==> config.mk <==
export PLATFORM = sky130hd
export DESIGN_NAME = fetch_unit
export DESIGN_NICKNAME = d
export VERILOG_FILES = /design/src/rtl/cpu_pkg.sv /design/src/rtl/pc_reg.sv /design/src/rtl/fetch_unit.sv
export SDC_FILE = /design/constraint.sdc
export NUM_CORES = 1
export LEC_CHECK = 0
export ABC_AREA = 1
export CAP_MARGIN = 20
export CORE_ASPECT_RATIO = 1.75
export CORE_MARGIN = 2
export CORE_UTILIZATION = 31
export CTS_BUF_LIST = sky130_fd_sc_hd__clkbuf_4 sky130_fd_sc_hd__clkbuf_8
export CTS_CLUSTER_SIZE = 10
export DETAILED_ROUTE_END_ITERATION = 10
export PLACE_DENSITY = 0.61
export SYNTH_ARGS = -nofsm -noshare
export SYNTH_HDL_FRONTEND = slang
export SYNTH_SLANG_ARGS = --single-unit
export TNS_END_PERCENT = 30
==> constraint.sdc <==
create_clock -name clk -period 3.7 [get_ports clk]
set_clock_uncertainty 0.2 [all_clocks]
set_input_delay 1.11 -clock clk [delete_from_list [all_inputs] [get_ports clk]]
set_output_delay 1.11 -clock clk [all_outputs]
set_load 0.01 [all_outputs]
==> src/rtl/cpu_pkg.sv <==
// Shared definitions for the CPU front end: fetch FSM encoding and
// default widths / reset address.
package cpu_pkg;

    localparam int unsigned ADDR_WIDTH_DEF = 8;
    localparam int unsigned DATA_WIDTH_DEF = 16;
    localparam logic [7:0]  RESET_PC_DEF   = 8'h00;

    typedef enum logic [1:0] {
        IDLE   = 2'd0,
        RUN    = 2'd1,
        HALTED = 2'd2
    } fetch_state_t;

endpackage

==> src/rtl/pc_reg.sv <==
// Program counter register: async reset, redirect load, increment or hold.
module pc_reg
    import cpu_pkg::*;
#(
    parameter int unsigned             ADDR_WIDTH = ADDR_WIDTH_DEF,
    parameter logic [ADDR_WIDTH-1:0]   RESET_PC   = ADDR_WIDTH'(RESET_PC_DEF)
) (
    input  logic                  clk,
    input  logic                  rst_n,
    input  logic                  load,
    input  logic [ADDR_WIDTH-1:0] load_pc,
    input  logic                  inc,
    output logic [ADDR_WIDTH-1:0] pc
);

    // Redirect load wins over increment; increment wraps modulo 2^ADDR_WIDTH.
    always_ff @(posedge clk or negedge rst_n) begin
        if (!rst_n) begin
            pc <= RESET_PC;
        end else if (load) begin
            pc <= load_pc;
        end else if (inc) begin
            pc <= pc + ADDR_WIDTH'(1);
        end
    end

endmodule

==> src/rtl/fetch_unit.sv <==
// Instruction fetch stage: owns the PC, reads the ROM and presents the
// fetched word to decode over a valid/ready handshake.
module fetch_unit
    import cpu_pkg::*;
#(
    parameter int unsigned           ADDR_WIDTH = ADDR_WIDTH_DEF,
    parameter int unsigned           DATA_WIDTH = DATA_WIDTH_DEF,
    parameter logic [ADDR_WIDTH-1:0] RESET_PC   = ADDR_WIDTH'(RESET_PC_DEF)
) (
    input  logic                  clk,
    input  logic                  rst_n,
    output logic [ADDR_WIDTH-1:0] rom_address,
    input  logic [DATA_WIDTH-1:0] rom_data,
    output logic [DATA_WIDTH-1:0] instr,
    output logic [ADDR_WIDTH-1:0] instr_pc,
    output logic                  instr_valid,
    input  logic                  instr_ready,
    input  logic                  redirect_valid,
    input  logic [ADDR_WIDTH-1:0] redirect_pc,
    input  logic                  halt,
    output logic                  running
);

    fetch_state_t          state;
    fetch_state_t          state_nxt;
    logic                  load;
    logic [ADDR_WIDTH-1:0] pc;

    pc_reg #(
        .ADDR_WIDTH (ADDR_WIDTH),
        .RESET_PC   (RESET_PC)
    ) u_pc_reg (
        .clk     (clk),
        .rst_n   (rst_n),
        .load    (redirect_valid),
        .load_pc (redirect_pc),
        .inc     (load),
        .pc      (pc)
    );

    always_ff @(posedge clk or negedge rst_n) begin
        if (!rst_n) begin
            state <= IDLE;
        end else begin
            state <= state_nxt;
        end
    end

    always_comb begin
        state_nxt = state;
        load      = 1'b0;
        case (state)
            IDLE:    state_nxt = halt ? HALTED : RUN;
            RUN: begin
                state_nxt = halt ? HALTED : RUN;
                // halt and redirect both block the load in the cycle they appear
                load = !halt && !redirect_valid && (!instr_valid || instr_ready);
            end
            HALTED:  state_nxt = halt ? HALTED : RUN;
            default: state_nxt = IDLE;
        endcase
    end

    // Redirect flushes the held word even if decode is ready this cycle.
    always_ff @(posedge clk or negedge rst_n) begin
        if (!rst_n) begin
            instr       <= '0;
            instr_pc    <= '0;
            instr_valid <= 1'b0;
        end else if (redirect_valid) begin
            instr_valid <= 1'b0;
        end else if (load) begin
            instr       <= rom_data;
            instr_pc    <= pc;
            instr_valid <= 1'b1;
        end else if (instr_valid && instr_ready) begin
            instr_valid <= 1'b0;
        end
    end

    assign rom_address = pc;
    assign running     = (state == RUN);

endmodule

# == After elaboration in Yosys (flattened, before gate mapping) ==
# Cells that the tools add are included.
# op_classes
bitwise_logic,1
magnitude_cmp,0
div,0
eq_ne,2
multipliers,0
shifts,0
n_reduce_logical,12
muxes,8
n_addsub,1
# op_table
op,n
8-bit two-way mux,2
"8-bit by 1-bit adder with 8-bit output, second input constant",1
1-bit two-way mux,4
2-bit two-way mux,2
1-bit logical AND,3
1-bit logical NOT,3
3-bit nonzero test,1
3-bit OR reduction,1
"2-bit by 1-bit equality test with 1-bit output, second input constant",1
"2-bit equality test, second input constant",1
2-bit logical NOT,1
2-bit AND reduction,1
2-bit nonzero test,1
1-bit logical OR,1
1-bit NOT,1
# totals
ram_bits,0
mem_bits_ro,0
ff_bits,35
mem_count,0
inputBits,29
latch_bits,0
elab_cells,29
out_inout_bits,34

# == Logic depth before layout (Yosys ltp) ==
# Gate-level depths: netlist of the first run.
# depth
word_depth,6
mapped_depth,7
depth_no_buf,7

# == Cells and area by module ==
# From an unflattened synthesis of the first run, not the netlist that was laid out.
# unflattened
hier_cells,179
area_unflattened_um2,1639.1
# by_module_without_submodules
module,instances,area_each_um2,cells_per_inst,seq_area_each_um2
fetch_unit,1,1139.8,117,675.6
pc_reg,1,499.2,62,200.2

# == Worst setup path before layout of the first run ==
# OpenSTA, ideal clock, no wires.
# synth_timing
path_kind,in2reg
startpoint,input port redirect_valid
endpoint,register u_pc_reg.pc[2]
path_slack_ns,1.653
setup_time_ns,0.124
cell_stages,6
path_buffers,0
required_time_ns,3.376
arrival_ns,1.723
cell_sequence,nor2_2 > nand2_1 > nor2_4 > nor2_1 > nand2_1 > nand3_1
# synth_between
elab_chain_cells,5
elab_cells_between_ends,6
cone_classes,2 x mux; 4 x reduce/logical
# synth_rtl
element,line,rtl
start: declaration,fetch_unit.sv:18,"input logic redirect_valid,"
1-bit logical NOT,fetch_unit.sv:57,load = !halt && !redirect_valid && (!instr_valid || instr_ready);
1-bit logical AND (2 in series),fetch_unit.sv:57,
1-bit two-way mux,fetch_unit.sv:52,case (state)
2-bit nonzero test (no line),--,
end signal: assignment,pc_reg.sv:21,pc <= load_pc;
end signal: assignment,pc_reg.sv:23,pc <= pc + ADDR_WIDTH'(1);
end: declaration,pc_reg.sv:13,output logic [ADDR_WIDTH-1:0] pc
# Several ways; a longest one is shown, not always the timed one.
# A chain may end at the register's enable or synchronous reset.

# == Worst setup path after layout of the first run ==
# layout_timing
startpoint,input port redirect_valid
endpoint,register instr_pc[0]
# layout_between
elab_chain_cells,5
elab_cells_between_ends,6
cone_classes,1 x mux; 1 x bitwise; 4 x reduce/logical
# layout_rtl
element,line,rtl
1-bit logical NOT,fetch_unit.sv:57,
1-bit logical AND (2 in series),fetch_unit.sv:57,
1-bit two-way mux,fetch_unit.sv:52,
2-bit AND reduction (no line) (*),--,
end signal: assignment,fetch_unit.sv:74,instr_pc <= pc;
end: declaration,fetch_unit.sv:15,"output logic [ADDR_WIDTH-1:0] instr_pc,"
# Mark *: on every way between the ends. The rest lies on a longest branch, timed or not.

==> metrics.cfg, run 1 <==
[floorplanning]
dieHeight_microns=97.9
dieArea_sq_mm=0.00564
die_w_microns=57.7
core_area_sq_mm=0.00489
boundaryPins=63
initial_utilization_pct=31.9
num_rows=34

[global_routing]
antenna_found_initial=0
grt_usage_pct=14.9
grt_pass1_wl_microns=6400
grt_pass1_vias=1383
grt_overflow=0
grt_start_max_net_pins=36

[routing]
dr.pass1.iters=4
drt-initial-drc-count=29
postRouteAntennaNets=0
wl_per_cell_microns=12.9
avgViaCountPerCell=4.49
route.vias.total=1369
drc=0
drt-total-wl_microns=3940

[setup_path]
crit_path_max_fanout=22
reg2reg_depth=6
crit_chain=clkdlybuf4s50_1 > nor2_2 > nand3_2 > buf_4 > nand2_1 > o21ai_2
r2r_start=state[0]
cp_slowest_stage_delay_ns=0.62
cp.required_ns=3.68
worstSetupPathType=in2reg
r2r_end=instr_pc[0]
r2r_setup_slack_ns=2.08
cp-end-kind=flop
critPathBufInv=2
critical_path_arrival_ns=2.71
start_kind=input port
critical_path.top_delay_family=buffers and inverters
slowest_stage=clkdlybuf4s50_1

[layout]
final_common_cell=nand2_1
syn_to_final_growth_pct=49.1
seq_area_sq_um=876
layout.nets=280
largest_reg_flops=16
nFillCells=487
multi_input_area_sq_um=593
mostFrequentLayoutCells=nand2_1 (88), clkdlybuf4s50_1 (61), dfrtp_1 (35)
drive_above_1_share_pct=9.16
diodes=0

[clocking]
clk_latency_ns=0.29
ctsHoldBuffers=0
h-tree-depth=2
post-cts-setup-buffers=0
path_clk_slew_ns=0.08
numCtsBuffers=5
clock_sinks=35
cts_tree=done
clockRootBuffer=clkbuf_8
cts_buffer_depth=2
cts_resized=0

[hold_path]
hp-class=reg2reg
hold_path_end=instr[9]
hp-start=instr[9]
min_path_cells=2

[flow_run]
cap_violations=0

[sta]
fmax_mhz=366
hold_viol=0
relSlewSlack_pct=48.3
timing.final.max_slew_violations=0
whs_ns=0.278
worst_slew_pin_slew_ns=0.776
setup_viol=0
fin_crit_sh_pct=73.8
rsz0062_at_grt=false
tns_ns=0
fin_crit_ns=2.73

[synthesis]
yosysWarnings=0
netlist-cell-type-count=19
synth_fp_nets=215
ys_seq_area_share_pct=56.1
synthCells=185
synth_area_per_cell_sq_um=8.44
synth-seq-cells=35
netlist_area_sq_mm=0.00156

[pwr]
p_seq_share_pct=42.9
combPwrFrac_pct=28.0
power_density_mw_per_mm2=510
ir_worst_vdd_mv=0.339
cellLeakagePower_nw=1.12
clkPwrFrac_pct=29.1
intPower_mw=0.849
switching_share_pct=28.5
p_switching_mw=0.338

[place]
routabilityCongestion=0.771
port_buffers=62
dpl.hpwl_microns=2880

[run_status]
outcome=complete, no violations

[tightest hold or removal path: cells and delay by family, from the launching register on]
family	cells	cell delay, ns
DFF	1	0.35
and+or+nand+nor	2	0.10
[worst max-delay path by stage]
stage,start,end,slack (ns),cells past startpoint
6_report,redirect_valid,instr_pc[0],0.97,6
2_1_floorplan,redirect_valid,u_pc_reg.pc[2],1.65,6
4_1_cts,redirect_valid,instr_pc[0],0.95,6
5_1_grt,redirect_valid,instr[7],0.86,6
3_3_place_gp,redirect_valid,u_pc_reg.pc[6],0.70,7
3_5_place_dp,redirect_valid,instr_pc[0],0.65,6
[metrics by stage]
step                util, %  setup slack [ns]  power (mW)  std cells  area (sq um)
floorplan                 -              1.65       0.640        185          1560
global placement       45.3             0.702       0.851        297          2220
detailed placement     45.3             0.652       0.854        297          2220
CTS                    47.6             0.948        1.20        305          2330
global route           47.6             0.859        1.25        305          2330
finish                 47.6             0.968        1.19        305          2330
[area by class of cell]
cell class              instances  area share, %
repair buffers                 64           27.1
clock buffers                   5           2.96
well taps                      54           2.90
inverters                      13           2.10
multi-input cells             131           25.5
flip-flops and latches         35           37.6
clock inverters                 3           1.88
[routing by layer]
metal | part of all wire, % | vias up | GRT usage [%]
met5 | 0 | - | 0
met4 | 2.3 | 0 | 9.12
met3 | 4.5 | 7 | 2.65
met2 | 53 | 33 | 25.6
met1 | 40 | 624 | 16.3
li1 | - | 705 | -
[power groups by stage]
stage	Clock, mW	Combinational, mW	Sequential [mW]
finish	0.345	0.333	0.509
global route	0.366	0.362	0.520
CTS	0.353	0.339	0.510
detailed placement	0	0.337	0.517
global placement	0	0.334	0.516
floorplan	0	0.0977	0.542
[synthesized netlist by cell type]
library cell / n / area (sq um)
a21boi_0: 1 / 7.51
a21oi_1: 2 / 10.0
buf_2: 2 / 10.0
buf_4: 1 / 7.51
buf_6: 2 / 22.5
clkbuf_1: 1 / 3.75
dfrtp_1: 35 / 876
ha_1: 1 / 12.5
inv_1: 13 / 48.8
nand2_1: 88 / 330
nand3_1: 20 / 100
nand3_2: 2 / 20.0
nor2_1: 4 / 15.0
nor2_2: 2 / 12.5
nor2_4: 1 / 11.3
o21ai_0: 2 / 10.0
o21ai_1: 1 / 5.00
o21ai_2: 6 / 52.6
or2_2: 1 / 6.26
[cells by family after synthesis]
| logic type | Yosys count | synth area share [%] |
|---|---|---|
| AND/OR/NAND/NOR | 118 | 31.7 |
| flip-flops | 35 | 56.1 |
| buffers and inverters | 19 | 5.93 |
| AO/OA/AOI/OAI | 12 | 5.45 |
| adder cells (fa/ha/maj) | 1 | 0.801 |
(Power assumes the default switching activity.)
==> inputs of run 2 (changes only) <==
--- a/config.mk
+++ b/config.mk
@@ -13,7 +13,7 @@
 export CTS_BUF_LIST = sky130_fd_sc_hd__clkbuf_4 sky130_fd_sc_hd__clkbuf_8
 export CTS_CLUSTER_SIZE = 10
 export DETAILED_ROUTE_END_ITERATION = 10
-export PLACE_DENSITY = 0.61
+export PLACE_DENSITY = 0.63
 export SYNTH_ARGS = -nofsm -noshare
 export SYNTH_HDL_FRONTEND = slang
 export SYNTH_SLANG_ARGS = --single-unit
==> constraint.sdc (replaced) <==
create_clock -name clk -period 2.4 [get_ports clk]
set_clock_uncertainty 0.2 [all_clocks]
set_input_delay 0.72 -clock clk [delete_from_list [all_inputs] [get_ports clk]]
set_output_delay 0.72 -clock clk [all_outputs]
set_load 0.01 [all_outputs]
==> metrics.cfg, run 2 (synthesized netlist as in run 1, its figures left out) <==
[run_status]
outcome=complete, no violations

[routing]
route.vias.total=1402
avgViaCountPerCell=4.52
wl_per_cell_microns=12.7
postRouteAntennaNets=0
dr.pass1.iters=4
drt-total-wl_microns=3940
drc=0
drt-initial-drc-count=44

[floorplanning]
dieHeight_microns=97.9
die_w_microns=57.7
core_area_sq_mm=0.00489
dieArea_sq_mm=0.00564
initial_utilization_pct=31.9
num_rows=34
boundaryPins=63

[setup_path]
critical_path.top_delay_family=buffers and inverters
critPathBufInv=1
crit_chain=nor2_2 > clkdlybuf4s50_1
r2r_setup_slack_ns=0.88
worstSetupPathType=reg2out
cp_slowest_stage_delay_ns=0.55
reg2reg_depth=5
cp-end-kind=output port
start_kind=flop
slowest_stage=clkdlybuf4s50_1
cp.required_ns=1.48
critical_path_arrival_ns=1.40
r2r_start=u_pc_reg.pc[0]
r2r_end=u_pc_reg.pc[2]
crit_path_max_fanout=4

[pwr]
power_density_mw_per_mm2=770
ir_worst_vdd_mv=0.534
cellLeakagePower_nw=1.16

[clocking]
numCtsBuffers=5
cts_resized=0
h-tree-depth=2
clock_sinks=35
cts_buffer_depth=2
ctsHoldBuffers=0
clk_latency_ns=0.29
cts_tree=done
path_clk_slew_ns=0.07
post-cts-setup-buffers=0
clockRootBuffer=clkbuf_8

[layout]
diodes=0
largest_reg_flops=16
syn_to_final_growth_pct=53.1
finalNonFillerCells=310
layout.nets=285
mostFrequentLayoutCells=nand2_1 (88), clkdlybuf4s50_1 (61), dfrtp_1 (35)
final_common_cell=nand2_1
drive_above_1_share_pct=10.9

[hold_path]
hp-class=in2async

[sta]
setup_viol=0
relSlewSlack_pct=70.2
worst_slew_pin_slew_ns=0.448
tns_ns=0
fmax_mhz=432
timing.final.max_slew_violations=0
hold_viol=0
fin_crit_ns=2.32
fin_crit_sh_pct=96.5
rsz0062_at_grt=false

[place]
routabilityCongestion=0.776
port_buffers=62
dpl.hpwl_microns=2840
dp.cells=302

[flow_run]
cap_violations=0

[global_routing]
grt_pass1_vias=1376
grt_usage_pct=14.6
grt_pass1_wl_microns=6450
grt_overflow=0
antenna_found_initial=0
grt_start_max_net_pins=35

==> run 2: cell count changes in the layout (fill, tap and decap cells not counted) <==
cell / previous run / this run
buf_4: 2 / 5
buf_12: 0 / 2
==> run 2: worst max path at each step <==
stage                   start        endpoint  slack, ns  depth (start not counted)
2_1_floorplan  redirect_valid  u_pc_reg.pc[2]       0.74                          6
3_3_place_gp   redirect_valid  u_pc_reg.pc[1]       0.23                          7
3_5_place_dp             halt  u_pc_reg.pc[1]       0.21                          7
4_1_cts              state[1]         running       0.07                          2
5_1_grt              state[0]         running       0.03                          3
6_report             state[1]         running       0.08                          2
==> run 2: metrics by stage <==
| stage | util, % | total power, mW | cell area [sq um] | hold WS [ns] | setup WS, ns |
|---|---|---|---|---|---|
| 6_report | 48.9 | 1.84 | 2390 | 0.168 | 0.0828 |
| 5_1_grt | 48.9 | 1.95 | 2390 | 0.188 | 0.0260 |
| 4_1_cts | 48.9 | 1.86 | 2390 | 0.183 | 0.0696 |
| 3_5_place_dp | 46.6 | 1.33 | 2280 | 0.264 | 0.209 |
| 3_3_place_gp | 46.6 | 1.32 | 2280 | 0.262 | 0.229 |
| 2_1_floorplan | - | 0.987 | 1560 | 0.224 | 0.743 |
==> run 2: layout make-up <==
cell class              count  area [sq um]
clock buffers               5          68.8
inverters                  13          48.8
multi-input cells         131           593
fillers                   487          2500
clock inverters             3          43.8
well taps                  54          67.6
repair buffers             69           693
flip-flops and latches     35           876
==> run 2: routing by layer <==
layer | share of wire [%] | vias to the layer above | GRT usage [%] | wire [microns]
li1 | - | 716 | - | -
met1 | 41 | 639 | 16.5 | 1620
met2 | 52 | 39 | 25.5 | 2050
met3 | 4.6 | 8 | 3.31 | 183
met4 | 2.1 | 0 | 6.26 | 81
met5 | 0 | - | 0 | 0
==> run 2: power by group <==
part / leakage, nW / switching (mW) / internal, mW
clock: 0.0581 / 0.223 / 0.309
combinational: 0.664 / 0.224 / 0.307
sequential: 0.438 / 0.0737 / 0.703
total: 1.16 / 0.521 / 1.32
